`src/rtl/nand_dq_tx_if.sv`:
```
// Byte-stream handshake plus DQ/DQS pad-side outputs of nand_dq_tx.
// master supplies start/length/bytes; slave (the transmitter) returns ready, pad drives and status.
interface nand_dq_tx_if #(
    parameter int LEN_W = 16
);
    logic             start;
    logic [LEN_W-1:0] burst_len;
    logic [7:0]       in_data;
    logic             in_valid;
    logic             in_ready;
    logic [7:0]       dq_out;
    logic             dq_oe;
    logic             dqs_out;
    logic             dqs_oe;
    logic             busy;
    logic             done;

    modport master (
        output start, burst_len, in_data, in_valid,
        input  in_ready, dq_out, dq_oe, dqs_out, dqs_oe, busy, done
    );

    modport slave (
        input  start, burst_len, in_data, in_valid,
        output in_ready, dq_out, dq_oe, dqs_out, dqs_oe, busy, done
    );
endinterface

```
`src/rtl/nand_dq_tx.sv`:
```
// DQ/DQS burst transmitter: registered pads, byte accepted at A shows at A+1; in_ready depends on state/count only.
// Optional NAND_TX_CHECKSUM_EN adds a per-burst XOR checksum output.
module nand_dq_tx #(
    parameter int PRE_CYCLES  = 2,
    parameter int POST_CYCLES = 1,
    parameter int LEN_W       = 16
) (
    input  logic        sys_clk,
    input  logic        sys_rst,
`ifdef NAND_TX_CHECKSUM_EN
    output logic [7:0]  checksum,
`endif
    nand_dq_tx_if.slave bus
);

    localparam int CNT_MAX = (PRE_CYCLES > POST_CYCLES) ? PRE_CYCLES : POST_CYCLES;
    localparam int CNT_W   = (CNT_MAX < 2) ? 1 : $clog2(CNT_MAX);
    // PRE state lasts PRE_CYCLES-1 cycles; the first DATA cycle still shows preamble on the pads
    localparam logic [CNT_W-1:0] PRE_LAST  = CNT_W'(PRE_CYCLES - 2);
    localparam logic [CNT_W-1:0] POST_LAST = CNT_W'(POST_CYCLES - 1);

    typedef enum logic [1:0] {S_IDLE, S_PRE, S_DATA, S_POST} state_t;

    state_t           r_state;
    state_t           w_state_nxt;
    logic [LEN_W-1:0] r_rem;
    logic [CNT_W-1:0] r_cnt;
    logic [7:0]       r_dq;
    logic             r_dqs;
    logic             r_oe;
    logic             r_done;

    logic             w_start_ok;
    logic             w_in_ready;
    logic             w_accept;
    logic [7:0]       w_dq_nxt;
    logic             w_dqs_nxt;
    logic             w_oe_nxt;
    logic             w_done_nxt;

    assign w_start_ok = (r_state == S_IDLE) && bus.start && (bus.burst_len != '0);
    assign w_in_ready = (r_state == S_DATA) && (r_rem != '0);
    assign w_accept   = w_in_ready && bus.in_valid;

    always_ff @(posedge sys_clk) begin
        if (sys_rst) begin
            r_state <= S_IDLE;
        end else begin
            r_state <= w_state_nxt;
        end
    end

    always_comb begin
        w_state_nxt = r_state;
        case (r_state)
            S_IDLE: if (w_start_ok) w_state_nxt = (PRE_CYCLES == 1) ? S_DATA : S_PRE;
            S_PRE:  if (r_cnt == PRE_LAST) w_state_nxt = S_DATA;
            S_DATA: if (r_rem == '0) w_state_nxt = S_POST;
            S_POST: if (r_cnt == POST_LAST) w_state_nxt = S_IDLE;
            default: w_state_nxt = S_IDLE;
        endcase
    end

    always_comb begin
        w_dq_nxt   = r_dq;
        w_dqs_nxt  = r_dqs;
        w_oe_nxt   = r_oe;
        w_done_nxt = 1'b0;
        case (r_state)
            S_IDLE: begin
                w_dq_nxt  = 8'h00;
                w_dqs_nxt = 1'b0;
                w_oe_nxt  = w_start_ok;
            end
            S_PRE: begin
                w_dq_nxt  = 8'h00;
                w_dqs_nxt = 1'b0;
                w_oe_nxt  = 1'b1;
            end
            S_DATA: begin
                // DQS enters DATA low, so the first byte of a burst always toggles it high
                if (w_accept) begin
                    w_dq_nxt  = bus.in_data;
                    w_dqs_nxt = ~r_dqs;
                end else if (r_rem == '0) begin
                    w_dqs_nxt = 1'b0;
                end
            end
            S_POST: begin
                if (w_state_nxt == S_IDLE) begin
                    w_dq_nxt   = 8'h00;
                    w_dqs_nxt  = 1'b0;
                    w_oe_nxt   = 1'b0;
                    w_done_nxt = 1'b1;
                end
            end
            default: begin
                w_dq_nxt  = 8'h00;
                w_dqs_nxt = 1'b0;
                w_oe_nxt  = 1'b0;
            end
        endcase
    end

    always_ff @(posedge sys_clk) begin
        if (sys_rst) begin
            r_dq   <= 8'h00;
            r_dqs  <= 1'b0;
            r_oe   <= 1'b0;
            r_done <= 1'b0;
            r_rem  <= '0;
            r_cnt  <= '0;
        end else begin
            r_dq   <= w_dq_nxt;
            r_dqs  <= w_dqs_nxt;
            r_oe   <= w_oe_nxt;
            r_done <= w_done_nxt;
            if (w_start_ok) begin
                r_rem <= bus.burst_len;
            end else if (w_accept) begin
                r_rem <= r_rem - 1'b1;
            end
            if (w_state_nxt != r_state) begin
                r_cnt <= '0;
            end else if (r_state == S_PRE || r_state == S_POST) begin
                r_cnt <= r_cnt + 1'b1;
            end
        end
    end

`ifdef NAND_TX_CHECKSUM_EN
    logic [7:0] r_csum;

    always_ff @(posedge sys_clk) begin
        if (sys_rst) begin
            r_csum <= 8'h00;
        end else if (w_start_ok) begin
            r_csum <= 8'h00;
        end else if (w_accept) begin
            r_csum <= r_csum ^ bus.in_data;
        end
    end

    assign checksum = r_csum;
`endif

    assign bus.in_ready = w_in_ready;
    assign bus.dq_out   = r_dq;
    assign bus.dq_oe    = r_oe;
    assign bus.dqs_out  = r_dqs;
    assign bus.dqs_oe   = r_oe;
    assign bus.busy     = (r_state != S_IDLE);
    assign bus.done     = r_done;

endmodule

```
`src/flat_wrapper.sv`:
```
// flat-port wrapper written by rule: the top's interface ports become plain ports
module nand_dq_tx_flat 
#(
    parameter int PRE_CYCLES  = 2,
    parameter int POST_CYCLES = 1,
    parameter int LEN_W       = 16
)
  (sys_clk, sys_rst, bus_start, bus_burst_len, bus_in_data, bus_in_valid, bus_in_ready, bus_dq_out, bus_dq_oe, bus_dqs_out, bus_dqs_oe, bus_busy, bus_done);
  nand_dq_tx_if #(.LEN_W(LEN_W)) bus_i ();
  input  logic sys_clk;
  input  logic sys_rst;
  input wire logic [$bits(bus_i.start)-1:0] bus_start;
  input wire logic [$bits(bus_i.burst_len)-1:0] bus_burst_len;
  input wire logic [$bits(bus_i.in_data)-1:0] bus_in_data;
  input wire logic [$bits(bus_i.in_valid)-1:0] bus_in_valid;
  output wire logic [$bits(bus_i.in_ready)-1:0] bus_in_ready;
  output wire logic [$bits(bus_i.dq_out)-1:0] bus_dq_out;
  output wire logic [$bits(bus_i.dq_oe)-1:0] bus_dq_oe;
  output wire logic [$bits(bus_i.dqs_out)-1:0] bus_dqs_out;
  output wire logic [$bits(bus_i.dqs_oe)-1:0] bus_dqs_oe;
  output wire logic [$bits(bus_i.busy)-1:0] bus_busy;
  output wire logic [$bits(bus_i.done)-1:0] bus_done;
  assign bus_i.start = bus_start;
  assign bus_i.burst_len = bus_burst_len;
  assign bus_i.in_data = bus_in_data;
  assign bus_i.in_valid = bus_in_valid;
  assign bus_in_ready = bus_i.in_ready;
  assign bus_dq_out = bus_i.dq_out;
  assign bus_dq_oe = bus_i.dq_oe;
  assign bus_dqs_out = bus_i.dqs_out;
  assign bus_dqs_oe = bus_i.dqs_oe;
  assign bus_busy = bus_i.busy;
  assign bus_done = bus_i.done;
  nand_dq_tx #(.PRE_CYCLES(PRE_CYCLES), .POST_CYCLES(POST_CYCLES), .LEN_W(LEN_W)) u_core (.sys_clk(sys_clk), .sys_rst(sys_rst), .bus(bus_i));
endmodule
```
`config.mk`:
```
export PLATFORM = sky130hd
export DESIGN_NAME = nand_dq_tx_flat
export DESIGN_NICKNAME = d
export VERILOG_FILES = /design/src/rtl/nand_dq_tx_if.sv /design/src/rtl/nand_dq_tx.sv /design/src/flat_wrapper.sv
export SDC_FILE = /design/constraint.sdc
export NUM_CORES = 1
export LEC_CHECK = 0
export ABC_AREA = 1
export BUFFER_PORTS_ARGS = -buffer_cell sky130_fd_sc_hd__buf_4
export CAP_MARGIN = 0
export CORE_MARGIN = 8
export CORE_UTILIZATION = 49
export CTS_CLUSTER_DIAMETER = 50
export DETAILED_ROUTE_END_ITERATION = 16
export GPL_TIMING_DRIVEN = 0
export PLACE_DENSITY_LB_ADDON = 0.1
export SKIP_CTS_REPAIR_TIMING = 1
export SYNTH_ARGS = -nofsm -noshare
export SYNTH_HDL_FRONTEND = slang
export SYNTH_SLANG_ARGS = --single-unit
```
`constraint.sdc`:
```
create_clock -name sys_clk -period 1.6 [get_ports sys_clk]
set_clock_uncertainty 0.1 [all_clocks]
set_input_delay 0 -clock sys_clk [delete_from_list [all_inputs] [get_ports sys_clk]]
set_output_delay 0 -clock sys_clk [all_outputs]
set_load 0.01 [all_outputs]
```
Yosys cells after proc, flatten, opt, wreduce, memory -nomap -nowiden:

Index checks and enable logic that the tools add are counted.

* bits in registers: 30
* word-level logic and storage cells: 53
* bits of input ports: 28

* bitwise logic cells: 2
* add/sub/neg operators: 2
* equal/unequal tests: 7
* multiplexer cells: 16
* reductions and logical operators: 19

Operator list (count)
* 2-to-1 mux 16 bit: 2
* nonzero test 16 bit: 2
* one-hot mux 8 bit (3 select lines): 1
* logical NOT 16 bit: 1
* 2-to-1 mux 8 bit: 2
* subtractor 16 x 1 -> 16 bit (second input constant): 1
* 2-to-1 mux 2 bit: 4
* one-hot mux 2 bit (4 select lines): 1
* one-hot mux 1 bit (3 select lines): 2
* AND reduction 2 bit: 3
* OR reduction 2 bit: 3
* == test 2 bit (second input constant): 2
* logical AND 1 bit: 4
* logical NOT 2 bit: 2
* 2-to-1 mux 1 bit: 4
* inequality test 2 x 1 -> 1 bit (second input constant): 2
* nonzero test 2 bit: 2
* inequality test 3 x 2 -> 1 bit (second input constant): 1
* nonzero test 3 bit: 1
* == test 2 x 1 -> 1 bit (second input constant): 1
* inequality test 2 bit: 1
* NOT 1 bit: 2
* adder 1 bit (second input constant): 1
* logical OR 1 bit: 1

Logic depth before layout (Yosys ltp):

Gate-level depths: netlist of run 1.

* word-level depth: 8
* mapped depth: 12
* gate-level depth less buffers: 11

Least setup slack after synthesis of run 1:

No wires, ideal clock.

* kind: flip-flop to flip-flop
* start: register u_core.r_rem[0]
* end: register u_core.r_dqs (netlist: u_core.bus.dqs_out)
* clock period less this slack: 1.595 ns
* setup time: 0.116 ns
* data arrival time: 1.378 ns
* stages on the path, launching flop included: 10
* slack: 0.005 ns
* cell sequence: dfxtp_1 > inv_1 > ha_1 > nand2_2 > nor2_2 > nand2_4 > nand3_4 > inv_2 > buf_6 > o211a_1

* word-level cells in the longest chain between the ends: 6
* elaborated cells between the ends (all ways): 12

Ends and longest elaborated chain
* start, declared: line nand_dq_tx.sv:26 `logic [LEN_W-1:0] r_rem;`
* start signal, assigned: line nand_dq_tx.sv:119 `r_rem <= bus.burst_len;`
* start signal, assigned: line nand_dq_tx.sv:121 `r_rem <= r_rem - 1'b1;`
* logical NOT 16 bit: line nand_dq_tx.sv:58, nand_dq_tx.sv:85
* 2-to-1 mux 2 bit: line nand_dq_tx.sv:58 `S_DATA: if (r_rem == '0) w_state_nxt = S_POST;`
* one-hot mux 2 bit (4 select lines): line nand_dq_tx.sv:55 `case (r_state)`
* logical NOT 2 bit: line nand_dq_tx.sv:90 `if (w_state_nxt == S_IDLE) begin`
* inequality test 2 x 1 -> 1 bit (no line)
* AND reduction 2 bit (no line)
* end signal, assigned: line nand_dq_tx.sv:115 `r_dqs <= w_dqs_nxt;`
* end, declared: line nand_dq_tx.sv:29 `logic r_dqs;`

Several ways; a longest one is shown, not always the timed one.
A chain may end at the register's enable or synchronous reset.

Worst setup path after layout of run 1:

* start: register u_core.r_rem[0]
* end: register u_core.r_rem[12]

* word-level cells in the longest chain between the ends: 4
* elaborated cells between the ends (all ways): 7

Ends and longest elaborated chain
* parallel branches: the longest is 4 deep, another holds subtractor 16 x 1 -> 16 bit

Parallel ways; which one is timed is not known. The select of a mux whose other input is x is not followed.

==> impl_metrics.csv, run 1 <==
group,metric,value,unit
die,num_rows,22,
die,dieWidth,78.1,um
die,floorplan.initialDensity,51.2,%
global_route,overflow,0,
synthesis,synth-seq-cells,30,
finish,diodes,0,
job,cap_violations,0,
min_path,hp-start,"bus_in_data[5]",
power,pwr-share-seq,24.7,%
clock_network,cts_buffers,5,
finish,final_cell_mix,"nand2_1, buf_4, nor2_1",
clock_network,htree_levels,2,
clock_network,cts_buffer_depth,2,
finish,drive_gt1_share,29.9,%
sta,setup_viol,2,
die,ioPinCount,42,
power,total_power,0.00467,W
clock_network,cts_root_buffer,"clkbuf_8",
min_path,hp-class,"in -> reg",
sta,finalMaxSlewViolations,0,
synthesis,synthTopCellsByArea,"dfxtp_1, nand2_1, nor2_1",
sta,grt_setup_unrepaired,"true",
worst_setup_path,crit_path_end_kind,"flop",
sta,finalHoldViolCount,6,
worst_setup_path,crit_chain,"inv_2 > ha_4 > nand2_4 > nor2_4 > nand2_4 > nand3_4 > buf_6 > nand3_1 > nand3_2 > nand2_2 > inv_2",
power,pwr_density_cell,1720,nW/um^2
outcome,outcome,"finished with violations",
die,core,3690,um^2
worst_setup_path,critPathMaxStageDelay,350,ps
die,die-area,6100,um^2
worst_setup_path,critPathKind,"reg -> reg",
worst_setup_path,r2r-end,"u_core.r_rem[12]",
sta,timing.fmax,623,MHz
worst_setup_path,worstPathArrival,1690,ps
synthesis,synth_fp_nets,340,
power,swShare,46.8,%
synthesis,netlist_area,1890,um^2
routing,wl,5.34,mm
finish,fin_nets,412,
worst_setup_path,crit_buf_inv,3,
synthesis,seq_area_frac_synth,31.8,%
placed_design,dpl.hpwl,3.80,mm
clock_network,clkSinkCount,30,
synthesis,netlist.area_leader.share,31.8,%
global_route,grt_use_total,16.4,%
sta,setup_tns,-4.89,ps
min_path,min_path_cells,5,
routing,vias_per_cell,4.99,
routing,drtIter0Drc,145,
power,p_leak,1.39,nW
clock_network,cts_tree,"yes",
routing,vias,2155,
power,p_comb_share,61.5,%
sta,fin_crit,1600,ps
routing,drt_pre_antenna_iters,6,
synthesis,synth_area_per_cell,6.07,um^2
placed_design,gp_congestion,0.846,
sta,worst-slew-pin-transition,538,ps
finish,layout_commonest_cell,"nand2_1",
routing,detail-route-antenna-nets,0,
clock_network,clock_latency,280,ps
synthesis,yosysWarnings,0,
worst_setup_path,critPathLaunchType,"flop",
sta,fin_crit_sh,100,%
worst_setup_path,r2r-start,"u_core.r_rem[0]",
routing,drc,0,
worst_setup_path,cp_data_required_time,1690,ps
clock_network,path_clk_slew,60,ps
min_path,hold-path-endpoint,"u_core.bus.dq_out[5]",
worst_setup_path,crit_family,"simple AND/OR/NAND/NOR gates",
power,p_int,0.00248,W
worst_setup_path,cp.depth,11,
sta,slew-limit-headroom,64.1,%
worst_setup_path,rrSetupSlack,-4,ps
outcome,violations,"negative hold slack, negative setup slack",
synthesis,post_synth_inst_count,311,
sta,worst_slack,-4.48,ps
worst_setup_path,rr_worst_depth,11,
routing,wire_per_inst,12.4,um
power,peakVddDrop,1.17,mV
global_route,grt_pass1_vias,1973,
sta,hold_ws,-44.1,ps
placed_design,io_buffers,40,
finish,finish.utilization,73.5,%
die,die_y,78.1,um
power,p_clk_share,13.8,%
global_route,grt_max_degree,11,
finish,area.growth.synth_to_final,43.5,%
synthesis,synth.distinct_cells,26,
worst_setup_path,cp_slowest_cell,"dfxtp_2",
synthesis,synth_top_area_cell,"dfxtp_1",
global_route,grt_pass1_wl,8.29,mm
worst_setup_path,crit_fanout,6,
power,switchingPower,0.00219,W
global_route,antenna_found_initial,0,
layer usage:
metal	share of wire, %	global-route usage [%]	vias up	wire [um]
li1	-	-	1121	-
met5	0	0	-	0
met4	3.6	9.07	0	190
met1	41	18.0	952	2200
met2	49	28.2	63	2630
met3	5.9	4.21	19	315
cells by family (layout without fill, tap and decap cells):
| logic type | after synthesis | count (layout) | share of synthesized area (%) |
|---|---|---|---|
| AOI/OAI and AO/OA | 19 | 19 | 5.56 |
| xor gates and xnor gates | 3 | 3 | 1.39 |
| adders and majority gates | 1 | 1 | 0.662 |
| buffers and inverters | 44 | 117 | 10.3 |
| DFF | 30 | 30 | 31.8 |
| and+or+nand+nor | 214 | 214 | 50.3 |
cell usage after synthesis, drive strengths merged:
| cell type | instances |
|---|---|
| nand2 | 106 |
| nor2 | 62 |
| inv | 36 |
| nand3 | 35 |
| dfxtp | 30 |
| a21oi | 10 |
| buf | 6 |
| nand3b | 6 |
| o21ai | 6 |
| nand4 | 4 |
| clkbuf | 2 |
| xnor2 | 2 |
| a31oi | 1 |
| ha | 1 |
| nor3 | 1 |
| o2111ai | 1 |
| o211a | 1 |
| xor2 | 1 |
cell type report:
cell class	count	area, um^2
Fill cell	295	977
Sequential cell	30	606
Clock buffer	7	86.3
Inverter	36	148
Clock inverter	1	5.00
Timing Repair Buffer	65	527
Multi-Input combinational cell	237	1220
Buffer	8	61.3
Tap cell	48	60.1
power groups by stage:
stage          clock network [W]  logic (W)  registers, W
3_5_place_dp                   0    0.00235       0.00113
6_report                0.000643    0.00287       0.00115
4_1_cts                 0.000648    0.00236       0.00112
5_1_grt                 0.000685    0.00323       0.00118
2_1_floorplan                  0    0.00179       0.00112
3_3_place_gp                   0    0.00231       0.00113
registers in the layout, summed over array words and instances, names as in the netlist:
| name | cells |
|---|---|
| u_core.bus.dqs_out | 1 |
| u_core.bus.done | 1 |
| u_core.r_state | 2 |
| u_core.r_rem | 16 |
| u_core.bus.dq_out | 8 |
| u_core.bus.dq_oe | 1 |
| u_core.r_cnt | 1 |
stage by stage:
stage	worst slack (ps)	cell area, um^2	cells	hold slack, ps
floorplan	5.29	1890	311	64.4
global placement	-169	2250	399	175
detailed placement	-198	2250	399	179
CTS	-224	2340	407	-114
global route	-115	2710	432	4.81
finish	-4.48	2710	432	-44.1
worst max path at each step:
stage                     from              endpoint  slack [ps]
6_report       u_core.r_rem[0]      u_core.r_rem[12]          -4
4_1_cts        u_core.r_rem[0]      u_core.r_rem[15]        -220
5_1_grt        u_core.r_rem[5]      u_core.r_rem[13]        -120
3_5_place_dp   u_core.r_rem[0]      u_core.r_rem[15]        -200
2_1_floorplan  u_core.r_rem[0]    u_core.bus.dqs_out           5
3_3_place_gp   u_core.r_rem[0]  u_core.bus.dq_out[7]        -170
worst reg2reg max path: cells and delay by family, from the launching register on:
family	cells	cell delay (ps)
and+or+nand+nor	7	610
DFF	1	350
adders and majority gates	1	170
buffers and inverters	3	280
No activity file was read; power rests on OpenSTA's default activity.
==> run 2: changes to the inputs <==
--- a/config.mk
+++ b/config.mk
@@ -6,14 +6,15 @@
 export NUM_CORES = 1
 export LEC_CHECK = 0
 export ABC_AREA = 1
-export BUFFER_PORTS_ARGS = -buffer_cell sky130_fd_sc_hd__buf_4
 export CAP_MARGIN = 0
 export CORE_MARGIN = 8
-export CORE_UTILIZATION = 49
+export CORE_UTILIZATION = 43
 export CTS_CLUSTER_DIAMETER = 50
 export DETAILED_ROUTE_END_ITERATION = 16
+export DONT_BUFFER_PORTS = 1
 export GPL_TIMING_DRIVEN = 0
 export PLACE_DENSITY_LB_ADDON = 0.1
+export SETUP_SLACK_MARGIN = 0.1
 export SKIP_CTS_REPAIR_TIMING = 1
 export SYNTH_ARGS = -nofsm -noshare
 export SYNTH_HDL_FRONTEND = slang
==> run 2 against run 1 <==
Net effect:
- the run still ends with negative hold slack, negative setup slack left
- die area grew 11%
- sequential power increased by 4%
- first-iteration DRC count decreased by 34%
- global-route usage shrank 1.4 points
- power grew 3.8%
- non-clock buffer count decreased by 29
- critical path depth up 1
- fmax down 2.1%
- final area shrank 4.9%
- clock power up 53%
==> impl_metrics.csv, run 2 (synthesis results as in run 1) <==
group,metric,value,unit
outcome,outcome,"finished with violations",
outcome,violations,"negative hold slack, negative setup slack",
clock_network,cts_root_buffer,"clkbuf_8",
min_path,hold-path-endpoint,"u_core.r_rem[0]",
worst_setup_path,critPathKind,"reg -> reg",
finish,largest_register_ff_count,16,
power,swShare,44.5,%
power,switchingPower,0.00216,W
routing,drc,0,
die,die_y,82.3,um
power,p_comb_share,55.1,%
worst_setup_path,rr_worst_depth,12,
sta,worst_slack,-38.8,ps
worst_setup_path,cp_data_required_time,1690,ps
finish,area.growth.synth_to_final,36.5,%
min_path,min_path_cells,4,
routing,detail-route-antenna-nets,0,
clock_network,cts_buffer_depth,2,
routing,drtIter0Drc,95,
sta,worst-slew-pin-transition,522,ps
finish,regMostFlops,"u_core.r_rem",
sta,fin_crit_sh,102,%
worst_setup_path,critPathLaunchType,"flop",
die,core,4290,um^2
clock_network,path_clk_slew,70,ps
finish,final_cell_mix,"nand2_1, nor2_1, nand3_1",
min_path,hp-start,"bus_in_valid",
die,num_rows,24,
global_route,grt_pass1_wl,7.96,mm
clock_network,htree_levels,2,
placed_design,dpl.hpwl,3.74,mm
worst_setup_path,critPathMaxStageDelay,340,ps
worst_setup_path,crit_path_end_kind,"flop",
sta,hold_ws,-28.9,ps
placed_design,dp_worst_setup_slack,-59.7,ps
worst_setup_path,worstPathArrival,1730,ps
global_route,overflow,0,
finish,finish.utilization,60.1,%
finish,diodes,0,
sta,finalMaxSlewViolations,0,
placed_design,placed_area,1970,um^2
finish,fin_nets,383,
min_path,hp-class,"in -> reg",
finish,stdcell_area,2580,um^2
global_route,grt_pass1_vias,1844,
placed_design,dp.cells,363,
routing,wire_per_inst,13.2,um
die,die-area,6770,um^2
power,pwr_density_cell,1880,nW/um^2
die,dieWidth,82.3,um
die,floorplan.initialDensity,44.0,%
clock_network,cts_buffers,5,
power,p_int,0.00269,W
power,peakVddDrop,0.969,mV
sta,slew-limit-headroom,65.2,%
clock_network,clock_latency,290,ps
finish,drive_gt1_share,20.3,%
clock_network,cts_tree,"yes",
clock_network,clkSinkCount,30,
worst_setup_path,cp.depth,12,
sta,fin_crit,1640,ps
finish,final_cells,407,
worst_setup_path,crit_chain,"inv_2 > ha_4 > nand2_4 > nor2_4 > nand2_4 > nand3_4 > inv_4 > buf_4 > nand2_1 > nand3_1 > nand2_1 > inv_1",
power,p_leak,1.25,nW
placed_design,gp_congestion,0.797,
routing,vias,2026,
global_route,antenna_found_initial,0,
routing,wl,5.37,mm
global_route,grt_use_total,15.0,%
worst_setup_path,crit_fanout,6,
worst_setup_path,rrSetupSlack,-40,ps
worst_setup_path,crit_family,"simple AND/OR/NAND/NOR gates",
sta,setup_viol,3,
sta,grt_setup_unrepaired,"true",
worst_setup_path,r2r-start,"u_core.r_rem[0]",
worst_setup_path,r2r-end,"u_core.r_rem[10]",
finish,fill_cells,422,
finish,layout_commonest_cell,"nand2_1",
power,p_clk_share,20.2,%
sta,timing.fmax,610,MHz
routing,drt_pre_antenna_iters,4,
worst_setup_path,cp_slowest_cell,"dfxtp_2",
die,ioPinCount,42,
sta,finalHoldViolCount,2,
placed_design,io_buffers,0,
global_route,grt_max_degree,11,
power,pwr-share-seq,24.6,%
worst_setup_path,crit_buf_inv,4,
job,cap_violations,0,
routing,vias_per_cell,4.98,
[run 2: per-stage QoR]
step / TNS, ps / total power (W)
2_1_floorplan: 0 / 0.00295
3_3_place_gp: -726 / 0.00335
3_5_place_dp: -804 / 0.00336
4_1_cts: -985 / 0.00435
5_1_grt: -2000 / 0.00526
6_report: -89.5 / 0.00485
[run 2: power by group through the flow]
stage	Clock [W]	Sequential [W]	Combinational [W]
finish	0.000982	0.00120	0.00267
global route	0.00102	0.00123	0.00301
CTS	0.000994	0.00116	0.00220
detailed placement	0	0.00118	0.00219
global placement	0	0.00117	0.00218
floorplan	0	0.00112	0.00183
[run 2: worst max-delay path by stage]
stage	startpoint	to	slack [ps]
floorplan	u_core.r_rem[1]	u_core.bus.dqs_out	100
global placement	u_core.r_rem[0]	u_core.bus.dq_out[7]	-60
detailed placement	u_core.r_rem[0]	u_core.bus.dq_out[2]	-60
CTS	u_core.r_rem[0]	u_core.bus.dq_out[2]	-70
global route	u_core.r_rem[0]	u_core.r_rem[14]	-120
finish	u_core.r_rem[0]	u_core.r_rem[10]	-40
[run 2: cell type report]
cell class	count	area (um^2)	share of cell area, %
Clock inverter	2	60.1	2.33
Timing Repair Buffer	36	335	13.0
Buffer	8	62.6	2.43
Sequential cell	30	608	23.6
Inverter	36	155	6.02
Tap cell	52	65.1	2.52
Multi-Input combinational cell	237	1210	46.9
Clock buffer	6	82.6	3.20
[run 2: routing by layer]
metal / vias to the layer above / track usage, % / share of wire (%)
li1: 1065 / - / -
met1: 918 / 16.5 / 45
met2: 36 / 26.1 / 49
met3: 7 / 4.98 / 4.6
met4: 0 / 5.79 / 1.2
met5: - / 0 / 0
[run 2: tightest hold or removal path, stage by stage]
cell and delay, ps:
nand3_4 100, o21ai_0 90, nor2_1 90, nor2_1 40
==> run 3: changes to the inputs <==
--- a/config.mk
+++ b/config.mk
@@ -7,6 +7,7 @@
 export LEC_CHECK = 0
 export ABC_AREA = 1
 export CAP_MARGIN = 0
+export CORE_ASPECT_RATIO = 0.8
 export CORE_MARGIN = 8
 export CORE_UTILIZATION = 43
 export CTS_CLUSTER_DIAMETER = 50
==> run 3 against run 2 <==
Net effect:
- the flow finishes with violations (negative hold slack)
- sequential cell count is the same
- non-clock buffer count increased by 7
- final area rose by 1.4%
- first-iteration DRC count rose by 24%
- register-to-register slack improved by 70 ps
- count of clock-buffer cells in the layout is the same
- critical endpoint is now u_core.r_rem[9]
==> impl_metrics.csv, run 3 (synthesis results as in run 1) <==
group,metric,value,unit
outcome,outcome,"finished with violations",
outcome,violations,"negative hold slack",
worst_setup_path,crit_path_end_kind,"flop",
global_route,overflow,0,
global_route,antenna_found_initial,0,
finish,regMostFlops,"u_core.r_rem",
routing,drt_pre_antenna_iters,4,
clock_network,cts_buffers,5,
clock_network,cts_buffer_depth,2,
routing,dr_wl_met2,2.56,mm
global_route,grt_use_total,15.0,%
die,die_y,75.3,um
clock_network,clkSinkCount,30,
die,num_rows,21,
sta,finalHoldViolCount,3,
worst_setup_path,r2r-start,"u_core.r_rem[0]",
power,total_power,0.00481,W
worst_setup_path,rrSetupSlack,30,ps
min_path,hold-path-endpoint,"u_core.r_rem[5]",
finish,drive_gt1_share,22.2,%
die,core,4200,um^2
power,p_leak,1.27,nW
sta,finalMaxSlewViolations,0,
sta,timing.fmax,635,MHz
sta,setup_viol,0,
routing,detail-route-antenna-nets,0,
global_route,grt_pass1_wl,8.34,mm
worst_setup_path,r2r-end,"u_core.r_rem[9]",
worst_setup_path,crit_buf_inv,4,
min_path,min_path_cells,4,
die,die-area,6780,um^2
clock_network,cts_root_buffer,"clkbuf_8",
routing,drc,0,
worst_setup_path,cp_data_required_time,1690,ps
routing,dr.max_layer_used,"met4",
sta,worst-slew-pin-transition,548,ps
min_path,hp-start,"bus_in_valid",
worst_setup_path,critPathKind,"reg -> reg",
sta,grt_setup_unrepaired,"true",
die,dieWidth,90.1,um
routing,drt-met1-wl,2.56,mm
finish,largest_register_ff_count,16,
global_route,grt_pass1_vias,1831,
routing,drtIter0Drc,118,
sta,fin_crit,1570,ps
die,floorplan.initialDensity,44.9,%
routing,wl,5.47,mm
worst_setup_path,worstPathArrival,1670,ps
power,pwr_density_cell,1840,nW/um^2
worst_setup_path,critPathLaunchType,"flop",
sta,fin_crit_sh,98.4,%
placed_design,dpl.hpwl,3.68,mm
worst_setup_path,crit_fanout,5,
finish,area.growth.synth_to_final,38.3,%
routing,vias,2047,
clock_network,cts_tree,"yes",
routing,wire_per_inst,13.1,um
clock_network,clock_latency,290,ps
worst_setup_path,rr_worst_depth,12,
sta,slew-limit-headroom,63.5,%
worst_setup_path,crit_family,"simple AND/OR/NAND/NOR gates",
worst_setup_path,crit_chain,"inv_4 > ha_4 > nand2_4 > nor2_4 > nand2_4 > nand3_4 > inv_4 > buf_6 > nand2_1 > nand3_1 > nand2_1 > inv_1",
power,peakVddDrop,0.904,mV
finish,layout_commonest_cell,"nand2_1",
min_path,hp-class,"in -> reg",
job,cap_violations,0,
finish,final_cell_mix,"nand2_1, nor2_1, nand3_1",
worst_setup_path,critPathMaxStageDelay,340,ps
global_route,grt_max_degree,11,
finish,diodes,0,
placed_design,io_buffers,0,
worst_setup_path,cp_slowest_cell,"dfxtp_2",
sta,hold_ws,-13.0,ps
die,ioPinCount,42,
clock_network,htree_levels,2,
routing,met3_length,258,um
routing,vias_per_cell,4.90,
placed_design,gp_congestion,0.839,
finish,fin_nets,390,
clock_network,path_clk_slew,70,ps
[run 3: cell count changes in the layout (fill, tap and decap cells not counted), sizes merged]
cell,before,now
buf,16,23
bufinv,2,1
[run 3: worst max path at each step]
| stage | start | to | slack (ps) | depth (start not counted) |
|---|---|---|---|---|
| floorplan | u_core.r_rem[1] | u_core.bus.dqs_out | 100 | 9 |
| global placement | u_core.r_rem[0] | u_core.bus.dq_out[6] | -70 | 11 |
| detailed placement | u_core.r_rem[0] | u_core.bus.dq_out[4] | -90 | 10 |
| CTS | u_core.r_rem[0] | u_core.bus.dq_out[6] | -100 | 11 |
| global route | u_core.r_rem[0] | u_core.r_rem[11] | -70 | 11 |
| finish | u_core.r_rem[0] | u_core.r_rem[9] | 30 | 12 |
[run 3: layout make-up]
type                       instances  area (um^2)
inverter                          36          155
clock buffer                       6         82.6
sequential                        30          607
tap                               57         71.3
fill                             420         1590
timing repair buffer              43          392
clock inverter                     1         30.0
buffer                             8         58.8
multi-input combinational        237         1220
[run 3: routing by layer]
metal  GRT usage, %  vias up
li1               -     1071
met1           18.2      926
met2           24.7       38
met3           4.88       12
met4           5.51        0
met5              0        -
[run 3: report_power, final]
| part | switching [W] | leakage [nW] | internal (W) |
|---|---|---|---|
| combinational | 0.00164 | 0.965 | 0.00117 |
| clock | 0.000290 | 0.0573 | 0.000498 |
| sequential | 0.000268 | 0.247 | 0.000951 |
[run 3: worst min-delay path, cell delays in order]
cell and delay, ps:
nand3_4 100, nand2_4 100, nand2_1 80, a21oi_1 50
[run 3: stage by stage]
step	area, um^2	worst slack (ps)	utilization [%]	instances	setup TNS, ps
after detailed placement	1980	-87.9	47.1	368	-1310
after global routing	2610	-66.0	62.2	418	-683
after CTS	2090	-101	49.7	375	-1700
after global placement	1980	-73.9	47.1	368	-1120
after floorplan	1910	100	-	311	0
final	2610	26.4	62.2	418	0
